==> config.mk <==
export PLATFORM = sky130hd
export DESIGN_NAME = encap_round_dp
export DESIGN_NICKNAME = d
export VERILOG_FILES = /design/src/rtl/sntrup_pkg.sv /design/src/rtl/round3_mod_q.sv /design/src/rtl/encap_round_dp.sv
export SDC_FILE = /design/constraint.sdc
export NUM_CORES = 1
export LEC_CHECK = 0
export ABC_AREA = 1
export CORE_AREA = 2 2 84 86
export CTS_BUF_LIST = sky130_fd_sc_hd__clkbuf_8
export CTS_CLUSTER_SIZE = 40
export DETAILED_ROUTE_END_ITERATION = 10
export DIE_AREA = 0 0 86 88
export GPL_ROUTABILITY_DRIVEN = 0
export PLACE_DENSITY_LB_ADDON = 0.25
export SLEW_MARGIN = 10
export SYNTH_ARGS = -nofsm -noshare
export SYNTH_HDL_FRONTEND = slang
export SYNTH_SLANG_ARGS = --single-unit
==> constraint.sdc <==
create_clock -name clk -period 2.39 [get_ports clk]
set_input_delay 0.478 -clock clk [delete_from_list [all_inputs] [get_ports clk]]
set_output_delay 0.478 -clock clk [all_outputs]
set_load 0.01 [all_outputs]
==> src/rtl/sntrup_pkg.sv <==
// Shared definitions for the SNTRU Prime 761 datapaths (encapsulation,
// decapsulation, key generation).
//   - ring parameters P, Q and the centring threshold (Q-1)/2
//   - RAM address / coefficient data widths
//   - the run-controller state encoding shared by the streaming datapaths
package sntrup_pkg;

  localparam int AW = 11;
  localparam int DW = 13;

  localparam int P      = 761;
  localparam int Q      = 4591;
  localparam int HALF_Q = (Q - 1) / 2;  // 2295

  // Sized forms so comparisons against data/address fields stay width-exact.
  localparam logic [DW-1:0] Q_W      = DW'(Q);
  localparam logic [DW-1:0] HALF_Q_W = DW'(HALF_Q);
  localparam logic [AW-1:0] P_LAST_W = AW'(P - 1);

  typedef enum logic [1:0] {
    ST_IDLE  = 2'd0,
    ST_READ  = 2'd1,
    ST_DRAIN = 2'd2,
    ST_DONE  = 2'd3
  } state_t;

endpackage

==> src/rtl/round3_mod_q.sv <==
// Combinational Round() for SNTRU Prime 761: maps u in 0..Q-1 to the nearest
// multiple of 3 of its centred representative, returned again in 0..Q-1.
//   u : coefficient, unsigned 0..Q-1 (values >= Q give a defined but
//       meaningless result)
//   y : Round(u) mod Q
// The arithmetic stays in the unsigned mod-Q domain: with x = u or u - Q,
// x mod 3 follows from u mod 3 because Q = 1 (mod 3), and the +/-1
// correction is applied to u directly, folding the single overflow case
// (u = Q-1, x = -1 -> 0) back with one conditional subtract of Q.
module round3_mod_q
  import sntrup_pkg::*;
(
  input  logic [DW-1:0] u,
  output logic [DW-1:0] y
);

  logic [DW-1:0] rem_u;
  logic [1:0]    r_x;
  logic [DW:0]   w;

  // NOTE: every variable assigned in always_comb gets a value on every path
  // (defaults first), otherwise synthesis infers a latch.
  always_comb begin
    rem_u = u % DW'(3);
    r_x   = rem_u[1:0];
    // Negative half: x = u - Q, and Q = 1 (mod 3), so x mod 3 = (u mod 3) - 1.
    if (u > HALF_Q_W) begin
      r_x = (rem_u[1:0] == 2'd0) ? 2'd2 : rem_u[1:0] - 2'd1;
    end

    w = {1'b0, u};
    case (r_x)
      2'd1:    w = w - (DW+1)'(1);
      2'd2:    w = w + (DW+1)'(1);
      default: w = {1'b0, u};
    endcase

    if (w >= {1'b0, Q_W}) begin
      w = w - {1'b0, Q_W};
    end
    y = w[DW-1:0];
  end

endmodule

==> src/rtl/encap_round_dp.sv <==
// Encapsulation rounding datapath for SNTRU Prime 761.
// Streams P coefficients of h*r from a synchronous-read RAM, applies Round()
// and writes the results into the ciphertext RAM at the same index.
//   clk, rst : clock, asynchronous active-high reset
//   start    : one-cycle run request, honoured only in IDLE
//   busy     : high while a run is in progress
//   done     : one-cycle pulse, one cycle after the last write
//   rd_addr  : product RAM read address (data returns one cycle later)
//   rd_data  : product RAM read data
//   wr_en    : ciphertext RAM write strobe
//   wr_addr  : ciphertext RAM write address (trails rd_addr by 2)
//   wr_data  : rounded coefficient, 0..Q-1
// Pipeline: cycle t presents rd_addr=k, cycle t+1 has rd_data=mem[k], cycle
// t+2 has the registered write. The 2-cycle lag makes in-place use of one
// dual-port RAM safe.
module encap_round_dp
  import sntrup_pkg::*;
(
  input  logic          clk,
  input  logic          rst,
  input  logic          start,
  output logic          busy,
  output logic          done,
  output logic [AW-1:0] rd_addr,
  input  logic [DW-1:0] rd_data,
  output logic          wr_en,
  output logic [AW-1:0] wr_addr,
  output logic [DW-1:0] wr_data
);

  state_t        state;
  logic          drain_cnt;
  logic          rd_valid;  // rd_data carries a coefficient of this run
  logic [AW-1:0] rd_idx;    // index belonging to rd_data
  logic [DW-1:0] rounded;

  round3_mod_q u_round (
    .u (rd_data),
    .y (rounded)
  );

  // Run controller. rd_addr doubles as the index counter.
  // NOTE: sequential state is updated with non-blocking assignments only, so
  // every flop samples pre-edge values regardless of block ordering.
  always_ff @(posedge clk or posedge rst) begin
    if (rst) begin
      state     <= ST_IDLE;
      busy      <= 1'b0;
      done      <= 1'b0;
      rd_addr   <= '0;
      drain_cnt <= 1'b0;
    end else begin
      done <= 1'b0;
      case (state)
        ST_IDLE: begin
          if (start) begin
            state   <= ST_READ;
            busy    <= 1'b1;
            rd_addr <= '0;
          end
        end
        ST_READ: begin
          if (rd_addr == P_LAST_W) begin
            state     <= ST_DRAIN;
            drain_cnt <= 1'b0;
          end else begin
            rd_addr <= rd_addr + AW'(1);
          end
        end
        ST_DRAIN: begin
          // Two cycles: one for the RAM read latency, one for the round stage.
          if (drain_cnt) begin
            state <= ST_DONE;
            done  <= 1'b1;
          end else begin
            drain_cnt <= 1'b1;
          end
        end
        ST_DONE: begin
          state   <= ST_IDLE;
          busy    <= 1'b0;
          rd_addr <= '0;
        end
        default: begin
          state   <= ST_IDLE;
          busy    <= 1'b0;
          rd_addr <= '0;
        end
      endcase
    end
  end

  // Read-latency stage and round stage.
  always_ff @(posedge clk or posedge rst) begin
    if (rst) begin
      rd_valid <= 1'b0;
      rd_idx   <= '0;
      wr_en    <= 1'b0;
      wr_addr  <= '0;
      wr_data  <= '0;
    end else begin
      rd_valid <= (state == ST_READ);
      rd_idx   <= rd_addr;
      wr_en    <= rd_valid;
      if (rd_valid) begin
        wr_addr <= rd_idx;
        wr_data <= rounded;
      end
    end
  end

endmodule

==> out/results.txt <==
Die area: 7570 µm²
Hold Vio Cnt, Final: 0
Drt drc: 0
Max Cap Violations: 0
Slowest stage delay, CP: 0.25 ns
Most common cell after layout, fill and taps aside: nand2_1
Max_slew headroom: 0.510
Failing checks: negative setup slack
Total CTS buffers: 5
CTS sink count: 53
Worst-Skew Late Latency: 0.32 ns
Via/cell ratio: 5.84
Synth cell types: 39
Initial DRC Count: 429
Highest-count cells in the layout ignoring fill and taps: nand2_1 (108), buf_4 (103), inv_1 (63), dfrtp_1 (52), clkdlybuf4s50_1 (48)
Layout cells sized above 1: 0.372
VDD IR max: 0.00123 V
Buffer depth of the longest clock path: 2
Root buffer cell: clkbuf_8
All-Layer GR Usage: 0.278
End-of-flow core utilization: 0.868
# rows: 30
Syn Inst Count: 496
Die Ht: 88 µm
Most used cell along the critical path: nand2_2
Critical path endpoint category: flop
Vias in the first global route: 3899
Clock skew: 0.00825 ns
Routed WL per cell: 17.4 µm
Routed via count: 4359
Syn Std Cell Area: 3600 µm²
Pre-antenna DRT Iters: 5
Leakage: 2.91 nW
N_diodes: 0
DP Cell Count: 705
WS Path Type: in -> reg
Worst-margin pin slew: 0.735 ns
Worst Path Arrival: 7.83 ns
Fin crit period: 7.57 ns
# H-tree levels: 2
First-pass GRT wire length: 17100 µm
Final period util: 3.17
Non-filler cells, final: 746
Antenna-violating nets left: 0
Syn-to-layout area delta: 60.4%
Ports: 54
PD cells: 1560 nW/µm²
Initial Util: 0.541
Post-DP HPWL: 6950 µm
Global route overflow: 0
CP startpoint kind: input port
Largest net degree at the start of global routing: 29
Net count, final: 707
Mapped Avg Cell Area: 7.25 µm²
Initial antenna violation count: 0
Pins Over Slew Limit: 0
RSZ-0062 raised after global routing: yes
Worst hold slack: 0.454 ns
Final worst setup slack: -5.18 ns
Chip Width: 86 µm
Status: complete, but fails checks
Worst-path clk slew: 0.09 ns
WP data required: 2.65 ns
Crit Path Max Fanout: 4
F_max: 132 MHz
Async S/R FF share, synth: 1.00
Post-synth EDFFs: 0
Core Area: 6640 µm²
# setup viols final: 14
HP Class: reg -> reg
Yosys warns: 0
CTS tree: built
FF+latch count, synth: 53
Drt total wl: 13000 µm
Max stage delay cell, worst path: or2_4
Register area share after synthesis: 0.369
Main synth FF type: dfrtp_1
IO Port Bufs: 53
Post-Syn Nets: 537
[final timing paths]
check	startpoint	endpoint	slack (ns)	cells past startpoint
setup / recovery	rd_data[11]	wr_data[8]	-5.18	65
min in group asynchronous	rst	rd_idx[0]	0.52	2
hold reg to reg	rd_idx[5]	wr_addr[5]	0.45	2
hold / removal	rd_idx[5]	wr_addr[5]	0.45	2
max in group asynchronous	rst	wr_addr[1]	1.27	3
setup reg to reg	rd_addr[1]	rd_addr[9]	-0.01	16
[cell usage after synthesis (all sizes together) (2+ instances only)]
cell      n  area [µm²]
a21oi    20         100
a31oi     3        18.8
and2      3        21.3
clkbuf    7        26.3
dfrtp    53        1330
ha       24         300
inv      77         289
nand2   148         576
nand3    41         255
nand4     9        56.3
nor2     37         141
nor3      8        40.0
o211ai    2        15.0
o21ai    38         201
o21bai    2        15.0
o31ai     2        28.8
or2       2        12.5
xor2      7        61.3
[critical path: cells and delay by family]
kind | cells | cell delay, ns
AOI/OAI and AO/OA | 11 | 1.66
and+or+nand+nor | 39 | 4.10
buffers and inverters | 11 | 0.83
adders and majority gates | 4 | 0.71
[metal layers]
layer | global-route usage | wire, µm | vias up
met2 | 0.509 | 6620 | 254
met4 | 0.0765 | 582 | 0
met1 | 0.342 | 4960 | 2081
li1 | - | - | 1944
met3 | 0.0396 | 840 | 80
met5 | 0 | 0 | -
[cell type report]
class / count / area (µm²)
flip-flops and latches: 53 / 1330
fillers: 307 / 875
inverters: 77 / 325
clock inverters: 1 / 3.75
repair buffers: 171 / 1510
multi-input cells: 358 / 2420
well taps: 80 / 100
clock buffers: 6 / 82.6
[stage by stage]
step	TNS [ns]	cell area, µm²	setup WS [ns]	total power, W
6_report	-66.11	5770	-5.18	0.00899
5_1_grt	-73.54	5770	-5.72	0.00953
4_1_cts	-57.32	5460	-4.47	0.00758
3_5_place_dp	-66.10	5070	-5.22	0.00634
3_3_place_gp	-62.52	5070	-4.93	0.00618
2_1_floorplan	-49.32	3810	-3.91	0.00414
[power by group]
| part | switching (W) | internal (W) |
|---|---|---|
| combinational | 0.00381 | 0.00341 |
| clock | 0.000293 | 0.000226 |
| sequential | 0.000135 | 0.00111 |
| total | 0.00424 | 0.00475 |
[timing repair]
action	CTS	global route
resized for setup	55	66
buffers inserted	23	13
hold buffers	0	0
pin swaps	49	68
endpoints found under the hold margin	0	0
endpoints found under the setup margin	13	16
[sequential cells by signal, indices dropped and copies added (netlist names)]
signal / flops
state: 2
wr_addr: 11
done: 1
wr_en: 1
rd_addr: 11
wr_data: 13
rd_valid: 1
busy: 1
rd_idx: 11
drain_cnt: 1
[cell families after synthesis]
family | count (synthesis) | share of synthesized area
buffers and inverters | 85 | 0.0897
and+or+nand+nor | 250 | 0.310
DFF | 53 | 0.369
adders and majority gates | 25 | 0.0890
AOI/OAI and AO/OA | 75 | 0.123
xor gates and xnor gates | 8 | 0.0195
Power figures use the tool's default switching activity.
